**src/rtl/mem_arbiter_if.sv**
```systemverilog
// CPU, DMA and RAM-side signals of the two-requester RAM arbiter.
// The arbiter uses the slave modport; requesters and the RAM use the master modport.
interface mem_arbiter_if;
  logic [1:0]  mem_cmd;
  logic [8:0]  mem_addr;
  logic [15:0] cpu_wdata;
  logic        cpu_wait;
  logic        cpu_rvalid;

  logic        dma_req;
  logic        dma_we;
  logic [7:0]  dma_addr;
  logic [15:0] dma_wdata;
  logic        dma_gnt;
  logic        dma_rvalid;

  logic [7:0]  ram_addr;
  logic        ram_write;
  logic [15:0] ram_din;

  modport slave (
    input  mem_cmd, mem_addr, cpu_wdata, dma_req, dma_we, dma_addr, dma_wdata,
    output cpu_wait, cpu_rvalid, dma_gnt, dma_rvalid, ram_addr, ram_write, ram_din
  );

  modport master (
    output mem_cmd, mem_addr, cpu_wdata, dma_req, dma_we, dma_addr, dma_wdata,
    input  cpu_wait, cpu_rvalid, dma_gnt, dma_rvalid, ram_addr, ram_write, ram_din
  );
endinterface

```
**src/rtl/mem_arbiter.sv**
```systemverilog
// Shares the single-port 256x16 RAM between the CPU and a DMA/debug requester.
// Define ARB_STARVE_GUARD_EN to force DMA through after MAX_CPU_RUN contended CPU grants.
module mem_arbiter #(
  parameter int unsigned MAX_CPU_RUN = 4
) (
  input logic          clk,
  input logic          reset,
  mem_arbiter_if.slave bus
);

  typedef enum logic [1:0] {OwnNone, OwnCpu, OwnDma} owner_e;

  owner_e rd_owner_q, rd_owner_d;
  logic   cpu_ram;
  logic   grant_cpu;
  logic   grant_dma;
  logic   starve;

  assign cpu_ram = ((bus.mem_cmd == 2'b01) || (bus.mem_cmd == 2'b10)) && !bus.mem_addr[8];

  // A zero limit leaves the run counter with no legal width.
  max_run_ok: assert property (@(posedge clk) MAX_CPU_RUN >= 1);

`ifdef ARB_STARVE_GUARD_EN
  localparam int unsigned RunW = $clog2(MAX_CPU_RUN + 1);

  logic [RunW-1:0] run_cnt_q, run_cnt_d;

  assign starve = (run_cnt_q == RunW'(MAX_CPU_RUN));

  always_comb begin
    run_cnt_d = run_cnt_q;
    if (grant_dma || !bus.dma_req) begin
      run_cnt_d = '0;
    end else if (grant_cpu && !starve) begin
      run_cnt_d = run_cnt_q + 1'b1;
    end
  end

  always_ff @(posedge clk or negedge reset) begin
    if (!reset) begin
      run_cnt_q <= '0;
    end else begin
      run_cnt_q <= run_cnt_d;
    end
  end
`else
  assign starve = 1'b0;
`endif

  // Grants are suppressed while reset is held so nothing reaches the RAM.
  always_comb begin
    grant_cpu = 1'b0;
    grant_dma = 1'b0;
    if (reset) begin
      if (cpu_ram && !(bus.dma_req && starve)) begin
        grant_cpu = 1'b1;
      end else if (bus.dma_req) begin
        grant_dma = 1'b1;
      end
    end
  end

  always_comb begin
    bus.ram_addr  = bus.mem_addr[7:0];
    bus.ram_din   = bus.cpu_wdata;
    bus.ram_write = 1'b0;
    bus.cpu_wait  = 1'b0;
    bus.dma_gnt   = 1'b0;
    rd_owner_d    = OwnNone;
    if (grant_cpu) begin
      bus.ram_write = (bus.mem_cmd == 2'b01);
      if (bus.mem_cmd == 2'b10) begin
        rd_owner_d = OwnCpu;
      end
    end else if (grant_dma) begin
      bus.ram_addr  = bus.dma_addr;
      bus.ram_din   = bus.dma_wdata;
      bus.ram_write = bus.dma_we;
      bus.dma_gnt   = 1'b1;
      bus.cpu_wait  = cpu_ram;
      if (!bus.dma_we) begin
        rd_owner_d = OwnDma;
      end
    end
  end

  always_ff @(posedge clk or negedge reset) begin
    if (!reset) begin
      rd_owner_q <= OwnNone;
    end else begin
      rd_owner_q <= rd_owner_d;
    end
  end

  assign bus.cpu_rvalid = (rd_owner_q == OwnCpu);
  assign bus.dma_rvalid = (rd_owner_q == OwnDma);

endmodule

```
**src/flat_wrapper.sv**
```systemverilog
// flat-port wrapper written by rule: the top's interface ports become plain ports
module mem_arbiter_flat 
#(
  parameter int unsigned MAX_CPU_RUN = 4
)
  (clk, reset, bus_mem_cmd, bus_mem_addr, bus_cpu_wdata, bus_dma_req, bus_dma_we, bus_dma_addr, bus_dma_wdata, bus_cpu_wait, bus_cpu_rvalid, bus_dma_gnt, bus_dma_rvalid, bus_ram_addr, bus_ram_write, bus_ram_din);
  mem_arbiter_if bus_i ();
  input logic clk;
  input logic reset;
  input wire logic [$bits(bus_i.mem_cmd)-1:0] bus_mem_cmd;
  input wire logic [$bits(bus_i.mem_addr)-1:0] bus_mem_addr;
  input wire logic [$bits(bus_i.cpu_wdata)-1:0] bus_cpu_wdata;
  input wire logic [$bits(bus_i.dma_req)-1:0] bus_dma_req;
  input wire logic [$bits(bus_i.dma_we)-1:0] bus_dma_we;
  input wire logic [$bits(bus_i.dma_addr)-1:0] bus_dma_addr;
  input wire logic [$bits(bus_i.dma_wdata)-1:0] bus_dma_wdata;
  output wire logic [$bits(bus_i.cpu_wait)-1:0] bus_cpu_wait;
  output wire logic [$bits(bus_i.cpu_rvalid)-1:0] bus_cpu_rvalid;
  output wire logic [$bits(bus_i.dma_gnt)-1:0] bus_dma_gnt;
  output wire logic [$bits(bus_i.dma_rvalid)-1:0] bus_dma_rvalid;
  output wire logic [$bits(bus_i.ram_addr)-1:0] bus_ram_addr;
  output wire logic [$bits(bus_i.ram_write)-1:0] bus_ram_write;
  output wire logic [$bits(bus_i.ram_din)-1:0] bus_ram_din;
  assign bus_i.mem_cmd = bus_mem_cmd;
  assign bus_i.mem_addr = bus_mem_addr;
  assign bus_i.cpu_wdata = bus_cpu_wdata;
  assign bus_i.dma_req = bus_dma_req;
  assign bus_i.dma_we = bus_dma_we;
  assign bus_i.dma_addr = bus_dma_addr;
  assign bus_i.dma_wdata = bus_dma_wdata;
  assign bus_cpu_wait = bus_i.cpu_wait;
  assign bus_cpu_rvalid = bus_i.cpu_rvalid;
  assign bus_dma_gnt = bus_i.dma_gnt;
  assign bus_dma_rvalid = bus_i.dma_rvalid;
  assign bus_ram_addr = bus_i.ram_addr;
  assign bus_ram_write = bus_i.ram_write;
  assign bus_ram_din = bus_i.ram_din;
  mem_arbiter #(.MAX_CPU_RUN(MAX_CPU_RUN)) u_core (.clk(clk), .reset(reset), .bus(bus_i));
endmodule
```
**config.mk**
```make
export PLATFORM = sky130hd
export DESIGN_NAME = mem_arbiter_flat
export DESIGN_NICKNAME = d
export VERILOG_FILES = /design/src/rtl/mem_arbiter_if.sv /design/src/rtl/mem_arbiter.sv /design/src/flat_wrapper.sv
export SDC_FILE = /design/constraint.sdc
export NUM_CORES = 1
export LEC_CHECK = 0
export BUFFER_PORTS_ARGS = -buffer_cell sky130_fd_sc_hd__buf_2
export CORE_AREA = 2 2 46 48
export CTS_CLUSTER_DIAMETER = 60
export DETAILED_ROUTE_END_ITERATION = 7
export DIE_AREA = 0 0 48 50
export PLACE_DENSITY = 0.85
export RECOVER_POWER = 100
export SKIP_LAST_GASP = 1
export SYNTH_ARGS = -nofsm -noshare
export SYNTH_HDL_FRONTEND = slang
export SYNTH_SLANG_ARGS = --single-unit
```
**constraint.sdc**
```tcl
create_clock -name clk -period 1.6 [get_ports clk]
set_input_delay 0.08 -clock clk [delete_from_list [all_inputs] [get_ports clk]]
set_output_delay 0.08 -clock clk [all_outputs]
set_load 0.05 [all_outputs]
```
After elaboration in Yosys (flattened, before gate mapping)
Index checks and enable logic that the tools add are counted.
{"block": "totals", "regBits": 2}
{"block": "classes", "n_eq_ne": 4, "muxes": 19, "n_reduce_logical": 3}
{"operator": "two-way mux 16 bit", "count": 2}
{"operator": "two-way mux 8 bit", "count": 2}
{"operator": "two-way mux 1 bit", "count": 12}
{"operator": "two-way mux 2 bit", "count": 3}
{"operator": "== test 2 x 1 -> 1 bit (second input constant)", "count": 2}
{"operator": "== test 2 bit (second input constant)", "count": 2}
{"operator": "logical AND 1 bit", "count": 1}
{"operator": "zero test 1 bit", "count": 1}
{"operator": "logical OR 1 bit", "count": 1}

Longest topological paths before layout
Gate-level depths: netlist of the first run.
{"block": "depth", "word_depth": 7, "depth_mapped": 5, "mapped_depth_nobuf": 4}

Least setup slack after synthesis of the first run
OpenSTA, ideal clock, no wires.
{"block": "synth_path", "kind": "input port to output port", "start": "input port bus_mem_cmd[0]", "end": "output port bus_ram_write", "cell_stages": 4, "required_time_ns": 1.520, "setup_slack_ns": -0.527, "path_buffers": 0, "arrival_ns": 2.047, "cell_sequence": "inv_1 > ha_1 > or3b_2 > a21boi_0"}
{"block": "synth_between", "elab_chain_len": 7, "word_cells_on_any_way": 10, "cone_classes": "2 x eq/ne; 6 x mux; 2 x reduce/logical"}
{"element": "from (decl)", "line": "flat_wrapper.sv:10", "text": "input wire logic [$bits(bus_i.mem_cmd)-1:0] bus_mem_cmd;"}
{"element": "== test 2 x 1 -> 1 bit / == test 2 bit (equally long branches)", "line": "mem_arbiter.sv:19, mem_arbiter.sv:72"}
{"element": "logical OR 1 bit", "line": "mem_arbiter.sv:19", "text": "assign cpu_ram = ((bus.mem_cmd == 2'b01) || (bus.mem_cmd == 2'b10)) && !bus.mem_addr[8];"}
{"element": "logical AND 1 bit", "line": "mem_arbiter.sv:19"}
{"element": "two-way mux 1 bit", "line": "mem_arbiter.sv:56", "text": "if (cpu_ram && !(bus.dma_req && starve)) begin"}
{"element": "two-way mux 1 bit", "line": "mem_arbiter.sv:55", "text": "if (reset) begin"}
{"element": "two-way mux 1 bit", "line": "mem_arbiter.sv:76", "text": "end else if (grant_dma) begin"}
{"element": "two-way mux 1 bit (*)", "line": "mem_arbiter.sv:71", "text": "if (grant_cpu) begin"}
{"element": "to (decl)", "line": "flat_wrapper.sv:22", "text": "output wire logic [$bits(bus_i.ram_write)-1:0] bus_ram_write;"}
Every way passes the cells marked *; elsewhere a longest branch is shown, timed or not.

Worst setup path in the final report of the first run
{"block": "layout_path", "start": "input port bus_mem_cmd[0]", "end": "output port bus_ram_din[7]"}
{"block": "layout_between", "elab_chain_len": 7, "word_cells_on_any_way": 10, "cone_classes": "2 x eq/ne; 6 x mux; 2 x reduce/logical"}
{"element": "== test 2 x 1 -> 1 bit / == test 2 bit (equally long branches)", "line": "mem_arbiter.sv:19"}
{"element": "logical OR 1 bit (*)", "line": "mem_arbiter.sv:19"}
{"element": "logical AND 1 bit (*)", "line": "mem_arbiter.sv:19"}
{"element": "two-way mux 1 bit", "line": "mem_arbiter.sv:56"}
{"element": "two-way mux 1 bit", "line": "mem_arbiter.sv:55"}
{"element": "two-way mux 16 bit", "line": "mem_arbiter.sv:76"}
{"element": "two-way mux 16 bit (*)", "line": "mem_arbiter.sv:71"}
{"element": "to (decl)", "line": "flat_wrapper.sv:23", "text": "output wire logic [$bits(bus_i.ram_din)-1:0] bus_ram_din;"}
Marked as above.

==> metrics.txt, run 1 <==
outcome complete, no violations; hpwl dp 1510 microns; CTS max path bufs 2; Hold WC Path Type in2reg; WHS 24.2 ps; Initial Util 24.8%; Slew headroom 60.8%; Setup CP Type in2out; Seq/Total Area, Yosys 10.6%; ANT cells 0; # clock sinks 2; PwrDens 596 mW/mm^2; Die W 48 microns; core region area 0.00190 sq mm; Mapped Cells 44; worst slew pin tran 590 ps; multi-input logic area 389 sq um; Placer Congestion 0.732; global-route wire length before repair 2680 microns; Pleak 0.601 nW; max cap viols 0; H-tree depth reported by CTS 1; total power draw 0.640 mW; WL per Instance 12.1 microns; initial antenna violation count 0; biggest regs u_core.rd_owner_q: 2 flops; TritonRoute pass-1 iters 2; final worst path period share 97.8%; Synth top area share 54.9%; DRC viols 0; total CTS buffers 3; Final Hold Vio Count 0; Synth Register Bits 2; Die ar. 0.00240 sq mm; vias in the first global route 701; Yosys top cell by area mux2_2; CP Max Fanout 6; Nets 192; detailed-route via count 708; Register Area 50.0 sq um; FP Rows 16; unrepaired setup endpoints after global routing true; syn nets 101; Slew Limit Fails 0; crit path DAT 1480 ps; synthesized area 472 sq um; final setup fails 0; pin count of the biggest net entering global routing 14; dpl ws -29.0 ps; global route total overflow 0; Fill cells 171; number of routed nets with antenna violations 0; CTS tree yes; max reg flops 2; Synth cell types 16; worst path required time 1520 ps; Reg with most FFs u_core.rd_owner_q; Fmax 0.639 GHz; Worst setup EP type output pin; final setup margin 35.4 ps; I/O Pins 84; share of cells above drive strength 1 87.2%; Synth area leaders mux2_2, dfrtp_1, buf_8; Layout area overhead 127%; min Tclk post-route 1560 ps; startpoint types primary input; clock-pin slew on the worst setup and hold paths 30 ps; height of the die 50 microns; Global Route Usage Sum 15.8%; Peak VDD IR 0.259 mV; average vias per placed instance 4.43; total wire length 1940 microns; first-iteration detailed-routing DRC count 3; clock root buffer clkbuf_4; Syn Area/Cell 10.7 sq um; yosys warns 0; number of port buffers 82
==> worst max-delay path, stage by stage <==
cell and delay (ps):
buf_2 100, inv_1 80, ha_4 220, o211ai_4 180
bufbuf_16 290, mux2_2 330, buf_4 190
==> metal layers <==
metal  global-route usage (%)  up-vias  part of all wire, %
li1                         -      340                    -
met1                     10.9      307                   32
met2                     35.1       61                   56
met3                     4.40        0                   13
met4                     3.15        0                    0
met5                        0        -                    0
==> Yosys cell counts <==
master    count
mux2_2       23
inv_1         3
buf_8         2
dfrtp_1       2
ha_1          2
nor2b_1       2
a21boi_0      1
buf_4         1
conb_1        1
mux2_4        1
nand2_1       1
nor2_1        1
nor3_1        1
o211ai_1      1
o211ai_4      1
or3b_2        1
==> placed cells by master, fill, tap and decap left out <==
cell type	count
buf_12	1
buf_6	1
clkbuf_1	3
o211ai_1	1
dfrtp_1	2
a21boi_2	1
nor2_1	1
buf_4	19
nor2b_1	2
conb_1	1
ha_4	1
o211ai_4	1
clkbuf_4	3
inv_1	3
bufbuf_16	1
nand2_1	1
clkbuf_2	2
ha_1	1
buf_2	60
mux2_4	1
or3b_2	1
buf_16	1
nor3_1	1
mux2_2	23
dlygate4sd3_1	1
==> final timing paths <==
kind,depth (start not counted),slack (ps),endpoint,start
min in group asynchronous,2,350,u_core.rd_owner_q[0],reset
worst max-delay path,7,40,bus_ram_din[7],bus_mem_cmd[0]
max in group asynchronous,2,1130,u_core.rd_owner_q[1],reset
worst min-delay path,2,20,u_core.rd_owner_q[1],bus_dma_we
==> timing repair <==
| item | 4_1_cts | 5_1_grt |
|---|---|---|
| setup buffers | 2 | 0 |
| gates resized for setup | 18 | 3 |
| hold buffers | 1 | 0 |
| cloned | 2 | 0 |
| hold endpoints to repair | 2 | 0 |
| pin swaps | 1 | 0 |
| endpoints found under the setup margin | 23 | 11 |
==> area by class of cell <==
type                            count  area share [%]
Tap cell                           27            3.15
Inverter                            3            1.05
Clock buffer                        3            2.10
Timing Repair Buffer               89            52.7
Multi-Input combinational cell     36            36.3
Sequential cell                     2            4.67
==> logic make-up after synthesis <==
| group | Yosys count | share of synthesized area (%) |
|---|---|---|
| multiplexers | 24 | 58.1 |
| buffers and inverters | 6 | 10.3 |
| flip-flops | 2 | 10.6 |
| other | 1 | 0.795 |
| AND/OR/NAND/NOR | 6 | 7.16 |
| adder cells (fa/ha/maj) | 2 | 5.30 |
| AO/OA/AOI/OAI | 3 | 7.69 |
==> through the flow <==
step                      util [%]  cells  setup TNS (ps)  area [sq um]
final                         56.4    160               0          1070
after floorplan                  -     44               0           475
after global placement        47.8    152               0           910
after global routing          56.4    160           -51.5          1070
after detailed placement      47.8    152            -449           910
after CTS                     56.3    160               0          1070
==> power by group <==
group          internal, mW  switching [mW]  leakage, nW
Clock                0.0830          0.0300       0.0138
Combinational         0.192           0.282        0.560
Sequential           0.0524        0.000635       0.0274
(Power assumes the default switching activity.)
==> inputs of run 2 (changes only) <==
--- a/config.mk
+++ b/config.mk
@@ -12,6 +12,7 @@
 export DIE_AREA = 0 0 48 50
 export PLACE_DENSITY = 0.85
 export RECOVER_POWER = 100
+export SETUP_SLACK_MARGIN = 0.05
 export SKIP_LAST_GASP = 1
 export SYNTH_ARGS = -nofsm -noshare
 export SYNTH_HDL_FRONTEND = slang
==> constraint.sdc (replaced) <==
create_clock -name clk -period 1.6 [get_ports clk]
set_input_delay 0.08 -clock clk [delete_from_list [all_inputs] [get_ports clk]]
set_output_delay 0.08 -clock clk [all_outputs]
set_load 0.02 [all_outputs]
==> run 2 against run 1 <==
Compared with the run above: non-clock buffer count is 2 lower; global-route usage decreased by 2.6 points; design area down 7.9%; critical path depth is the same; worst hold slack better by 11 ps; critical path type unchanged; clock-buffer cell count is the same; clock power barely moved; first-iteration DRC count did not move; highest routed layer unchanged; die area stayed put; worst setup slack gained 65 ps; wire length fell by 2.4%.
==> metrics.txt, run 2 (synthesized netlist as in run 1, its figures left out) <==
biggest regs u_core.rd_owner_q: 2 flops; Die ar. 0.00240 sq mm (unchanged); Critical path buffers and inverters 4 (unchanged); dpl ws -43.1 ps (-14.1 ps); Die W 48 microns (unchanged); clock-pin slew on the worst setup and hold paths 30 ps (about the same); CP cell instances buf_2 -> inv_2 -> ha_4 -> o211ai_4 -> clkbuf_16 -> mux2_2 -> buf_2; # clock sinks 2 (unchanged); setup bufs post-CTS 0 (-2); max cap viols 0 (unchanged); unrepaired setup endpoints after global routing false; Worst setup EP type output pin; most frequent cell on the critical path buf_2; outcome complete, no violations; WHS 35.1 ps (+10.9 ps); Worst Setup SP bus_mem_cmd[0]; global route total overflow 0 (unchanged); most frequent cells in the layout buf_2, mux2_2, clkbuf_2; Hold WC Path Type in2reg; max reg flops 2 (unchanged); number of port buffers 82 (unchanged); average vias per placed instance 4.46 (+0.69%); H-tree depth reported by CTS 1 (unchanged); detailed-route via count 704 (-0.56%); Placer Congestion 0.730 (-0.30%); number of routed nets with antenna violations 0 (unchanged); Global Route Usage Sum 13.2% (-2.6 points); total power draw 0.473 mW (-26%); critical path's slowest cell mux2_2; Finished Layout Cells 158 (-1.3%); total wire length 1900 microns (-2.4%); Reg with most FFs u_core.rd_owner_q; DP Cell Count 152 (unchanged); Top Family by Delay on Critical Path buffers and inverters; hpwl dp 1470 microns (-2.8%); Nets 190 (-1.0%); DRC viols 0 (unchanged); Fin Setup TNS 0 ps (unchanged); final setup margin 101 ps (+65.1 ps); final worst path period share 93.7% (-4.1 points); core region area 0.00190 sq mm (unchanged); worst path required time 1520 ps (about the same); final setup fails 0 (unchanged); initial antenna violation count 0 (unchanged); crit-path max cell delay 320 ps (about the same); hold path depth 2 (unchanged); total CTS buffers 3 (unchanged); Worst Hold End u_core.rd_owner_q[1]; vias in the first global route 656 (-6.4%); share of cells above drive strength 1 87.8% (+0.57 points); Peak VDD IR 0.228 mV (-12%); CTS max path bufs 2 (unchanged); Initial Util 24.8% (unchanged); CP Max Fanout 7 (+1); WL per Instance 12.0 microns (-1.1%); min Tclk post-route 1500 ps (-65.1 ps); TritonRoute pass-1 iters 4 (+2); Pleak 0.564 nW (-6.2%); CTS tree yes; PwrDens 480 mW/mm^2 (-20%); Slew Limit Fails 0 (unchanged); Setup CP Type in2out; pin count of the biggest net entering global routing 27 (+13); clock root buffer clkbuf_4; Layout area overhead 109%; commonest non-fill, non-tap cell in the layout buf_2; Fmax 0.667 GHz (+4.3%); global-route wire length before repair 2280 microns (-15%); first-iteration detailed-routing DRC count 3 (unchanged); I/O Pins 84 (unchanged); height of the die 50 microns (unchanged); ANT cells 0 (unchanged); min-delay src bus_dma_we; startpoint types primary input; Final Hold Vio Count 0 (unchanged); crit path DAT 1420 ps (-60 ps); FP Rows 16 (unchanged)
[run 2: changes by cell type in the layout (fill, tap and decap cells not counted)]
cell       before  now
inv_2           0    1
bufbuf_16       1    0
buf_4          19    1
buf_2          60   56
inv_1           3    2
clkbuf_2        2   23
buf_16          1    0
clkbuf_16       0    1
[run 2: worst max path at each step]
stage,to,cells after the start
final,bus_ram_din[11],7
after global routing,bus_ram_din[9],7
after CTS,bus_ram_din[6],7
after detailed placement,bus_ram_write,7
after global placement,bus_ram_din[6],7
after floorplan,bus_ram_write,4
[run 2: cell type report]
cell class	instances	area, sq um
inverter	3	11.3
clock buffer	3	22.5
timing repair buffer	87	480
sequential	2	50.0
tap	27	33.8
fill	177	915
multi-input combinational	36	389
[run 2: stage by stage]
step,util (%),cell area (sq um)
after detailed placement,47.6,906
after global placement,47.6,906
after global routing,51.9,987
final,51.9,987
after floorplan,-,472
after CTS,49.7,945
[run 2: what timing repair did]
action | 4_1_cts | 5_1_grt
hold endpoints to repair | 2 | 0
hold buffers | 1 | 0
cloned | 0 | 2
pin swaps | 0 | 1
setup endpoints to repair | 9 | 25
resized for setup | 3 | 2
[run 2: power breakdown]
| part | internal (mW) | switching [mW] | total (mW) |
|---|---|---|---|
| sequential | 0.0524 | 0.000649 | 0.0531 |
| clock | 0.0827 | 0.0284 | 0.111 |
| combinational | 0.156 | 0.153 | 0.309 |
[run 2: layer usage]
layer / vias up / part of all wire, % / wire length [microns] / track usage, %
met5: - / 0 / 0 / 0
met4: 0 / 0 / 0 / 6.31
met3: 0 / 12 / 230 / 2.56
met2: 67 / 55 / 1050 / 28.9
met1: 301 / 33 / 617 / 8.32
li1: 336 / - / - / -
==> inputs of run 3 (changes only) <==
--- a/config.mk
+++ b/config.mk
@@ -12,6 +12,7 @@
 export DIE_AREA = 0 0 48 50
 export PLACE_DENSITY = 0.85
 export RECOVER_POWER = 100
+export REMOVE_ABC_BUFFERS = 1
 export SETUP_SLACK_MARGIN = 0.05
 export SKIP_LAST_GASP = 1
 export SYNTH_ARGS = -nofsm -noshare
==> run 3 against run 2 <==
Compared with the run above: core utilization up 7.5 points; worst setup slack worse by 29 ps; via count up 1.1%; sequential power about the same; critical path depth up 1; clock power about the same; sequential share of layout area down 0.64 points; first-iteration DRC count up 67%; maximum frequency down 1.9%; largest power group unchanged.
==> metrics.txt, run 3 (synthesized netlist as in run 1, its figures left out) <==
Global Route Usage Sum 18.1% (+5.0 points); CP Max Fanout 7 (unchanged); Fill cells 179 (+1.1%); hpwl dp 1420 microns (-3.5%); commonest non-fill, non-tap cell in the layout buf_2; final setup margin 71.5 ps (-29.1 ps); pin count of the biggest net entering global routing 14 (-48%); core region area 0.00190 sq mm (unchanged); crit path DAT 1450 ps (+30 ps); Sw Ratio 36.8% (-1.6 points); unrepaired setup endpoints after global routing true; PwrDens 465 mW/mm^2 (-3.1%); Reg with most FFs u_core.rd_owner_q; internal cell power 0.332 mW (+14%); Layout area overhead 140%; Nets 196 (+3.2%); ANT cells 0 (unchanged); total wire length 2070 microns (+9.1%); Die W 48 microns (unchanged); Fin Setup TNS 0 ps (unchanged); height of the die 50 microns (unchanged); FP Rows 16 (unchanged); Placer Congestion 0.756 (+3.6%); I/O Pins 84 (unchanged); outcome complete, no violations; max reg flops 2 (unchanged); total CTS buffers 3 (unchanged); final worst path period share 95.5% (+1.8 points); clock-pin slew on the worst setup and hold paths 30 ps (about the same); number of port buffers 82 (unchanged); DRC viols 0 (unchanged); Initial Util 24.8% (unchanged); global route total overflow 0 (unchanged); final instance area 0.00113 sq mm (+14%); placed inst area 913 sq um (+0.83%); Peak VDD IR 0.188 mV (-18%); clock root buffer clkbuf_4; vias in the first global route 763 (+16%); dpl ws 5.49 ps (+48.6 ps); Hold WC Path Type in2reg; max cap viols 0 (unchanged); WL per Instance 12.6 microns (+5.1%); average vias per placed instance 4.34 (-2.6%); total power draw 0.525 mW (+11%); Die ar. 0.00240 sq mm (unchanged); first-iteration detailed-routing DRC count 5 (+2); H-tree depth reported by CTS 1 (unchanged); TritonRoute pass-1 iters 2 (-2); startpoint types primary input; Fmax 0.654 GHz (-1.9%); Seq pwr share 10.1% (-1.1 points); CTS tree yes; min Tclk post-route 1530 ps (+29.1 ps); initial antenna violation count 0 (unchanged); number of routed nets with antenna violations 0 (unchanged); power share of the clock group 20.8% (-2.7 points); global-route wire length before repair 3070 microns (+34%); Final Hold Vio Count 0 (unchanged); final setup fails 0 (unchanged); Pleak 0.641 nW (+14%); Setup CP Type in2out; Worst setup EP type output pin; most frequent cells in the layout buf_2, clkbuf_2, mux2_2; detailed-route via count 712 (+1.1%); # clock sinks 2 (unchanged); CTS max path bufs 2 (unchanged); Slew Limit Fails 0 (unchanged); biggest regs u_core.rd_owner_q: 2 flops; Comb power frac 69.1% (+3.8 points); Psw 0.193 mW (+6.2%); worst path required time 1520 ps (about the same); share of cells above drive strength 1 84.7% (-3.1 points)
## run 3: cell type report
| cell class | instances | area (sq um) | share of cell area [%] |
|---|---|---|---|
| timing repair buffer | 93 | 612 | 54.2 |
| clock buffer | 3 | 22.5 | 1.99 |
| multi-input combinational | 36 | 400 | 35.4 |
| tap | 27 | 33.8 | 2.99 |
| sequential | 2 | 50.0 | 4.43 |
| inverter | 3 | 11.3 | 0.997 |
## run 3: metrics by stage
step	cells	util (%)	hold slack [ps]
after floorplan	41	-	-216
final	164	59.4	54.7
after detailed placement	153	48.0	-96.4
after global placement	153	48.0	-104
after CTS	161	54.9	11.5
after global routing	164	59.4	30.1
## run 3: path summary, 6_finish.rpt
path,slack [ps],from,cells after the start,end
min in group asynchronous,360,reset,2,u_core.rd_owner_q[1]
min,50,bus_dma_we,2,u_core.rd_owner_q[1]
max,70,bus_mem_cmd[0],8,bus_ram_addr[4]
max in group asynchronous,1110,reset,2,u_core.rd_owner_q[0]
## run 3: power groups by stage
stage | clock network (mW) | registers (mW) | logic (mW)
floorplan | 0 | 0.0534 | 0.158
global placement | 0 | 0.0535 | 0.287
detailed placement | 0 | 0.0537 | 0.292
CTS | 0.117 | 0.0531 | 0.331
global route | 0.125 | 0.0533 | 0.390
finish | 0.109 | 0.0532 | 0.363
## run 3: worst max-delay path: stages
cell	delay, ps
buf_2	100
inv_2	40
ha_4	240
o211ai_4	210
buf_12	160
buf_12	120
mux2_2	330
buf_2	160
## run 3: layer usage
layer,vias up,wire length (microns),GRT usage [%]
li1,346,-,-
met1,313,721,16.1
met2,49,1150,35.6
met3,4,186,3.30
met4,0,14,8.11
met5,-,0,0
## run 3: timing repair
action                     CTS  global route
setup buffers                2             2
pin swaps                    1             0
hold buffers                 1             0
setup endpoints to repair   24            16
gates cloned                 2             1
hold endpoints to repair     2             0
resized for setup            5            24
